$ cat src/rtl/fifo_sync_af.sv
// Synchronous FIFO with programmable almost-full/almost-empty flags and a registered read port.
// Define FIFO_PEAK_EN to add the occupancy high-water-mark output 'peak'.
module fifo_sync_af #(
  parameter int unsigned DATA_SIZE  = 12,
  parameter int unsigned ADDR_SIZE  = 3,
  parameter int unsigned AF_DEFAULT = 6,
  parameter int unsigned AE_DEFAULT = 1
) (
  input  logic                 clk,
  input  logic                 reset,
  input  logic                 push,
  input  logic                 pop,
  input  logic [DATA_SIZE-1:0] data_in,
  input  logic [ADDR_SIZE:0]   umbral_af,
  input  logic [ADDR_SIZE:0]   umbral_ae,
  output logic [DATA_SIZE-1:0] data_out,
  output logic                 valid,
  output logic                 fifo_empty,
  output logic                 fifo_full,
  output logic                 fifo_af,
  output logic                 fifo_ae,
  output logic                 fifo_error,
`ifdef FIFO_PEAK_EN
  output logic [ADDR_SIZE:0]   peak,
`endif
  output logic [ADDR_SIZE:0]   count
);

  localparam int unsigned        DEPTH    = 2 ** ADDR_SIZE;
  localparam logic [ADDR_SIZE:0] DEPTH_W  = (ADDR_SIZE + 1)'(DEPTH);
  localparam logic [ADDR_SIZE:0] AF_DEF_W = (ADDR_SIZE + 1)'(AF_DEFAULT);
  localparam logic [ADDR_SIZE:0] AE_DEF_W = (ADDR_SIZE + 1)'(AE_DEFAULT);

  logic [DATA_SIZE-1:0] r_mem [DEPTH];
  logic [ADDR_SIZE-1:0] r_wr_ptr, r_rd_ptr;
  logic [ADDR_SIZE:0]   r_count, r_af_th, r_ae_th;
  logic [DATA_SIZE-1:0] r_data_out;
  logic                 r_valid, r_error;

  logic                 w_push_ok, w_pop_ok, w_err_evt;
  logic [ADDR_SIZE:0]   w_count_nxt, w_af_th_ld, w_ae_th_ld;

  assign fifo_empty = (r_count == '0);
  assign fifo_full  = (r_count == DEPTH_W);
  assign fifo_af    = (r_count >= r_af_th);
  assign fifo_ae    = (r_count <= r_ae_th);
  assign fifo_error = r_error;
  assign count      = r_count;
  assign data_out   = r_data_out;
  assign valid      = r_valid;

  // A pop frees the slot a same-cycle push writes, so a full FIFO accepts both.
  assign w_pop_ok  = pop & ~fifo_empty;
  assign w_push_ok = push & (~fifo_full | w_pop_ok);
  assign w_err_evt = (pop & fifo_empty) | (push & fifo_full & ~w_pop_ok);

  assign w_af_th_ld = (umbral_af == '0)     ? AF_DEF_W :
                      (umbral_af > DEPTH_W) ? DEPTH_W  : umbral_af;
  assign w_ae_th_ld = (umbral_ae == '0)     ? AE_DEF_W : umbral_ae;

  always_comb begin
    w_count_nxt = r_count;
    unique case ({w_push_ok, w_pop_ok})
      2'b10:   w_count_nxt = r_count + 1'b1;
      2'b01:   w_count_nxt = r_count - 1'b1;
      default: w_count_nxt = r_count;
    endcase
  end

  always_ff @(posedge clk) begin
    if (!reset && w_push_ok) begin
      r_mem[r_wr_ptr] <= data_in;
    end
  end

  always_ff @(posedge clk) begin
    if (reset) begin
      r_wr_ptr   <= '0;
      r_rd_ptr   <= '0;
      r_count    <= '0;
      r_data_out <= '0;
      r_valid    <= 1'b0;
      r_error    <= 1'b0;
      r_af_th    <= w_af_th_ld;
      r_ae_th    <= w_ae_th_ld;
    end else begin
      r_count <= w_count_nxt;
      if (w_push_ok) begin
        r_wr_ptr <= r_wr_ptr + 1'b1;
      end
      if (w_pop_ok) begin
        r_rd_ptr   <= r_rd_ptr + 1'b1;
        r_data_out <= r_mem[r_rd_ptr];
        r_valid    <= 1'b1;
      end else begin
        r_data_out <= '0;
        r_valid    <= 1'b0;
      end
      if (w_err_evt) begin
        r_error <= 1'b1;
      end
    end
  end

`ifdef FIFO_PEAK_EN
  logic [ADDR_SIZE:0] r_peak;

  assign peak = r_peak;

  always_ff @(posedge clk) begin
    if (reset) begin
      r_peak <= '0;
    end else if (w_count_nxt > r_peak) begin
      r_peak <= w_count_nxt;
    end
  end
`endif

endmodule

$ cat config.mk
export PLATFORM = sky130hd
export DESIGN_NAME = fifo_sync_af
export DESIGN_NICKNAME = d
export VERILOG_FILES = /design/src/rtl/fifo_sync_af.sv
export SDC_FILE = /design/constraint.sdc
export NUM_CORES = 1
export LEC_CHECK = 0
export CAP_MARGIN = 20
export CORE_ASPECT_RATIO = 0.7
export CORE_MARGIN = 3
export CORE_UTILIZATION = 57
export DETAILED_ROUTE_END_ITERATION = 10
export HOLD_SLACK_MARGIN = 0.15
export PLACE_DENSITY = 0.79
export SLEW_MARGIN = 20
export SYNTH_ARGS = -nofsm -noshare
export SYNTH_HDL_FRONTEND = slang
export SYNTH_SLANG_ARGS = --single-unit
$ cat constraint.sdc
create_clock -name clk -period 3.5 [get_ports clk]
set_input_delay 0.875 -clock clk [delete_from_list [all_inputs] [get_ports clk]]
set_output_delay 0.875 -clock clk [all_outputs]
set_load 0.005 [all_outputs]
==> results of run 1 <==
-- final timing paths --
kind	slack (ns)	end	cells after the start
setup / recovery	0.16	fifo_af	7
hold / removal	0.54	fifo_error	2
setup reg to reg	1.12	count[2]	9
hold reg to reg	0.54	fifo_error	2
-- sequential cells by signal (all words and copies together), names as in the netlist --
name        flops
count           4
data_out       12
fifo_error      1
r_ae_th         4
r_af_th         4
r_mem          96
r_rd_ptr        3
r_wr_ptr        3
valid           1
-- cell families (layout without fill, tap and decap cells) --
group | after synthesis | after routing | share of synthesized area [%]
compound gates | 20 | 20 | 3.69
xor+xnor | 7 | 7 | 1.19
fa+ha+maj | 11 | 11 | 2.67
buf+inv | 30 | 103 | 3.04
flops | 128 | 128 | 70.0
mux | 39 | 39 | 13.4
simple gates | 65 | 65 | 6.03
-- cells in the mapped netlist (3+ instances only) --
| master | count |
|---|---|
| buf_6 | 4 |
| ha_1 | 11 |
| inv_1 | 9 |
| nor2b_1 | 3 |
| dfxtp_1 | 24 |
| nand2b_1 | 3 |
| clkbuf_1 | 7 |
| xnor2_1 | 4 |
| xor2_1 | 3 |
| nor2_1 | 38 |
| mux2i_1 | 15 |
| buf_2 | 4 |
| nand2_1 | 3 |
| edfxtp_1 | 104 |
| a21o_1 | 3 |
| nor3_1 | 5 |
| mux4_2 | 24 |
-- power by group --
group          total [mW]  switching (mW)  internal, mW
Clock                1.81           0.604          1.21
Combinational       0.851           0.390         0.461
Sequential           1.80          0.0773          1.72
Total                4.46            1.07          3.39
-- cells in the final DEF, fill, tap and decap left out, types with 2 or more instances in the layout --
master	instances
clkinvlp_4	3
o21a_1	2
inv_1	9
nor3_1	3
o21ai_0	2
edfxtp_1	104
ha_1	11
buf_4	16
nand2_1	3
bufinv_16	4
dfxtp_1	24
o211ai_1	2
clkdlybuf4s50_1	45
xnor2_1	4
clkbuf_16	17
mux2i_1	15
nand2b_1	3
nor3_2	2
nor2b_1	3
nand3b_1	2
xor2_1	3
a21o_1	3
nor2_1	38
clkbuf_1	4
mux4_2	24
-- cell type report --
cell class	count	area [sq um]	area share (%)
flip-flops and latches	128	3600	56.4
repair buffers	61	571	8.93
multi-input cells	142	1410	22.1
well taps	120	150	2.35
inverters	10	37.5	0.588
clock buffers	22	454	7.11
clock inverters	10	160	2.51
-- per-stage QoR --
step / area [sq um] / setup slack (ns) / total power, mW
2_1_floorplan: 5150 / 0.564 / 2.42
3_3_place_gp: 5770 / 0.578 / 2.65
3_5_place_dp: 5770 / 0.470 / 2.68
4_1_cts: 6390 / 0.133 / 4.50
5_1_grt: 6390 / 0.00995 / 4.65
6_report: 6390 / 0.159 / 4.46
-- critical path: cells and delay by family, from the launching register on --
kind,cells,cell delay (ns)
buffers and inverters,2,0.57
and+or+nand+nor,1,0.14
AOI/OAI and AO/OA,3,0.50
DFF,1,0.54
adders and majority gates,1,0.30
-- routing by layer --
metal / track usage (%) / vias to the layer above / wire length [um]
met5: 0 / - / 0
met4: 9.98 / 0 / 174
met3: 6.20 / 17 / 754
met2: 32.0 / 105 / 4550
met1: 28.3 / 1334 / 4140
li1: - / 1270 / -
==> flow_metrics.py, run 1 <==
metrics = {
    "synthesis": {
        "synth.net_count": 335,
        "syn_area_sq_mm": 0.00515,
        "postSynthCellCount": 300,
        "synth-seq-cells": 128,
        "synth_top_area_share_pct": 60.6,
        "synth_edf_count": 104,
        "synthArstFlopShare_pct": 0,
        "synthTopCellsByArea": "edfxtp_1 61%, mux4_2 10%, dfxtp_1 9.3%, mux2i_1 2.9%, nor2_1 2.8%",
        "syn_avg_cell_area_sq_um": 17.2,
        "synthFlopType": "edfxtp_1",
        "yosysWarnings": 0,
        "yosys.area.top_type": "edfxtp_1",
        "ys_seq_area_share_pct": 70.0,
        "synthDistinctLibCells": 45,
    },
    "layout": {
        "finish.utilization_pct": 74.1,
        "nFillCells": 522,
        "drive_gt1_share_pct": 20.6,
        "antenna_cells": 0,
        "final_nets": 395,
        "synthToLayoutAreaGrowth_pct": 24.1,
        "final_cells": 493,
    },
    "place": {
        "dp_hpwl_mm": 5.87,
        "placed_cells": 461,
        "numPortBuffers": 45,
        "place_congestion": 0.786,
    },
    "timing": {
        "rsz0062_at_grt": "no",
        "maxSlewHeadroom_pct": 42.6,
        "hold_viol": 0,
        "final-setup-viol-count": 0,
        "slew_viol_final": 0,
        "finalCriticalPeriod_ns": 3.34,
        "worst_pin_slew_ns": 0.860,
        "whs_ns": 0.540,
        "max_freq_mhz": 299,
        "finClkSkew_ns": 0.00718,
        "fin_crit_sh_pct": 95.5,
        "tns_ns": 0,
    },
    "floorplan": {
        "fp.dieH_um": 85.5,
        "initial_core_util_pct": 59.8,
        "die_x_um": 120,
        "io_pins": 46,
        "fp-row-count": 28,
        "core-area_sq_mm": 0.00862,
        "die_area_sq_mm": 0.0102,
    },
    "critical_path": {
        "worstPathMaxFanout": 9,
        "r2r_start": "count[1]",
        "worstSetupStartpointType": "flip-flop",
        "max_stage_delay_ns": 0.54,
        "crit_chain": "inv_1 > ha_1 > nand2b_1 > a21o_1 > a21o_1 > a21o_1 > clkdlybuf4s50_1",
        "critical_path_class": "reg2out",
        "crit_path_frequent_cell": "a21o_1",
        "setup.worst_path.start": "count[0]",
        "cp.required_ns": 2.62,
        "slowest_stage": "dfxtp_1",
        "cp-end-kind": "primary output",
        "critPathArrivalTime_ns": 2.47,
    },
    "route": {
        "drt_wl_total_mm": 9.63,
        "routed-via-count": 2726,
        "drtPass1Iterations": 4,
        "drt_iter0_drc": 224,
        "route.antenna.remaining_nets": 0,
        "avgRoutedWirePerCell_um": 19.5,
        "drc": 0,
        "vias_per_cell": 5.53,
    },
    "power": {
        "power_density_mw_per_mm2": 699,
        "leakagePower_nw": 2.18,
        "vdd_drop_max_uv": 560,
    },
    "clocking": {
        "postCtsHoldBufs": 0,
        "clk_latency_ns": 0.41,
        "cts_tree": "yes",
        "cts.sinks": 128,
        "cts_buffers": 17,
        "postCtsResizedCells": 0,
        "clk_path_buf_depth": 2,
        "post_cts_buffers": 0,
        "cts_max_level": 4,
        "clk_pin_slew_ns": 0.06,
        "cts_root_buf": "clkbuf_16",
    },
    "job": {
        "max_cap_viol_count": 0,
    },
    "grt": {
        "antenna_found_initial": 0,
        "grt_max_degree": 27,
        "grt_usage_pct": 21.0,
        "overflow": 0,
        "grt_pass1_wl_mm": 15.4,
        "grt_pass1_vias": 2808,
    },
    "hold_path": {
        "hp-class": "reg2reg",
        "worstHoldStart": "fifo_error",
    },
    "run_status": {
        "status": "completed",
    },
}
No activity file was read; power rests on OpenSTA's default activity.
==> run 2, diff against run 1 <==
--- a/config.mk
+++ b/config.mk
@@ -7,12 +7,10 @@
 export LEC_CHECK = 0
 export CAP_MARGIN = 20
 export CORE_ASPECT_RATIO = 0.7
-export CORE_MARGIN = 3
 export CORE_UTILIZATION = 57
 export DETAILED_ROUTE_END_ITERATION = 10
 export HOLD_SLACK_MARGIN = 0.15
 export PLACE_DENSITY = 0.79
-export SLEW_MARGIN = 20
 export SYNTH_ARGS = -nofsm -noshare
 export SYNTH_HDL_FRONTEND = slang
 export SYNTH_SLANG_ARGS = --single-unit
==> run 2 against run 1 <==
Net effect:
- setup slack worse by 0.058 ns
- routed wire length up 0.15%
- die area down 7.9%
- clock power up 3%
- first-iteration DRC count down 54%
- combinational power down 0.5%
- cell area down 0.18%
- via count up 0.48%
- clock skew down 0.0011 ns
- register-to-register slack worse by 0.06 ns
- critical path depth unchanged
- worst hold slack worse by 0.047 ns
- critical endpoint unchanged
- largest cell class unchanged
- highest routed layer unchanged
==> flow_metrics.py, run 2 (same netlist as run 1, synthesis figures left out) <==
metrics = {
    "clocking": {
        "clk_latency_ns": 0.40,
        "clk_path_buf_depth": 2,
        "post_cts_buffers": 0,
        "postCtsResizedCells": 0,
        "cts_tree": "yes",
        "clk_pin_slew_ns": 0.05,
        "cts_max_level": 4,
        "cts.sinks": 128,
        "cts_root_buf": "clkbuf_16",
        "postCtsHoldBufs": 0,
        "cts_buffers": 17,
    },
    "power": {
        "vdd_drop_max_uv": 478,
        "power_density_mw_per_mm2": 708,
        "leakagePower_nw": 2.19,
    },
    "layout": {
        "largest_reg_flops": 96,
        "regMostFlops": "r_mem",
        "layout_commonest_cell": "edfxtp_1",
        "antenna_cells": 0,
        "drive_gt1_share_pct": 19.7,
        "final_nets": 392,
        "final_cells": 490,
        "finish.utilization_pct": 74.0,
        "final_cell_mix": "104 x edfxtp_1, 45 x clkdlybuf4s50_1, 38 x nor2_1",
        "synthToLayoutAreaGrowth_pct": 23.8,
    },
    "place": {
        "dpl_worst_slack_ns": 0.467,
        "placed_cells": 458,
        "numPortBuffers": 45,
        "place_congestion": 0.777,
        "dp_hpwl_mm": 5.68,
    },
    "timing": {
        "max_freq_mhz": 294,
        "fin_crit_sh_pct": 97.1,
        "tns_ns": 0,
        "hold_viol": 0,
        "final-setup-viol-count": 0,
        "maxSlewHeadroom_pct": 37.4,
        "finClkSkew_ns": 0.00611,
        "setup_ws_ns": 0.101,
        "slew_viol_final": 0,
        "worst_pin_slew_ns": 0.937,
        "finalCriticalPeriod_ns": 3.40,
        "rsz0062_at_grt": "no",
    },
    "grt": {
        "grt_usage_pct": 22.7,
        "overflow": 0,
        "grt_pass1_wl_mm": 14.7,
        "grt_pass1_vias": 2706,
        "grt_max_degree": 27,
        "antenna_found_initial": 0,
    },
    "floorplan": {
        "io_pins": 46,
        "initial_core_util_pct": 59.8,
        "fp.dieH_um": 81.5,
        "die_x_um": 116,
        "core-area_sq_mm": 0.00862,
        "die_area_sq_mm": 0.00943,
        "fp-row-count": 28,
    },
    "route": {
        "drc": 0,
        "route.antenna.remaining_nets": 0,
        "drt_iter0_drc": 104,
        "routed-via-count": 2739,
        "avgRoutedWirePerCell_um": 19.7,
        "vias_per_cell": 5.59,
        "drtPass1Iterations": 4,
        "drt_wl_total_mm": 9.64,
    },
    "critical_path": {
        "max_stage_delay_ns": 0.56,
        "cp-end-kind": "primary output",
        "crit_chain": "inv_1 > ha_1 > nand2b_1 > a21o_1 > a21o_1 > a21o_1 > clkdlybuf4s50_1",
        "critical_path_class": "reg2out",
        "worstSetupStartpointType": "flip-flop",
        "worstPathMaxFanout": 9,
        "critPathArrivalTime_ns": 2.52,
        "cp.required_ns": 2.62,
        "slowest_stage": "dfxtp_1",
        "crit_path_frequent_cell": "a21o_1",
    },
    "job": {
        "max_cap_viol_count": 0,
    },
    "run_status": {
        "status": "completed",
    },
    "hold_path": {
        "hp-class": "reg2reg",
    },
}
-- run 2: changes by cell type in the layout (fill, tap and decap cells not counted), sizes merged --
cell	change
buf	-3
clkinv	+3
clkbuf	-2
clkinvlp	-2
bufinv	+1
-- run 2: worst max-delay path: cells and delay by family, from the launching register on --
| kind | cells | cell delay (ns) |
|---|---|---|
| fa+ha+maj | 1 | 0.31 |
| flops | 1 | 0.56 |
| compound gates | 3 | 0.52 |
| buf+inv | 2 | 0.60 |
| simple gates | 1 | 0.14 |
-- run 2: power breakdown --
part,switching (mW),total (mW),internal (mW)
clock network,0.596,1.87,1.27
logic,0.387,0.847,0.459
registers,0.0737,1.80,1.72
total,1.06,4.51,3.46
-- run 2: per-stage QoR --
| step | area (sq um) | total power [mW] | hold WS (ns) |
|---|---|---|---|
| 5_1_grt | 6380 | 4.69 | 0.538 |
| 3_5_place_dp | 5740 | 2.67 | 0.478 |
| 4_1_cts | 6380 | 4.55 | 0.495 |
| 2_1_floorplan | 5150 | 2.42 | 0.460 |
| 3_3_place_gp | 5740 | 2.64 | 0.451 |
| 6_report | 6380 | 4.51 | 0.492 |
-- run 2: final timing paths --
| check | cells past startpoint | start | to | slack (ns) |
|---|---|---|---|---|
| setup reg to reg | 8 | count[2] | count[2] | 1.06 |
| setup / recovery | 7 | count[0] | fifo_af | 0.10 |
| hold / removal | 2 | fifo_error | fifo_error | 0.49 |
| hold reg to reg | 2 | fifo_error | fifo_error | 0.49 |
-- run 2: final cells by class --
cell class,count,area (sq um)
Clock buffer,20,447
Clock inverter,12,189
Fill cell,536,2240
Inverter,10,37.5
Multi-Input combinational cell,142,1400
Sequential cell,128,3600
Tap cell,120,150
Timing Repair Buffer,58,548
-- run 2: metal layers --
| metal | global-route usage [%] | share of wire [%] | wire length, um | vias up |
|---|---|---|---|---|
| li1 | - | - | - | 1268 |
| met4 | 9.62 | 1.1 | 110 | 0 |
| met5 | 0 | 0 | 0 | - |
| met2 | 35.6 | 49 | 4740 | 85 |
| met3 | 6.42 | 5.7 | 554 | 8 |
| met1 | 30.4 | 44 | 4230 | 1378 |
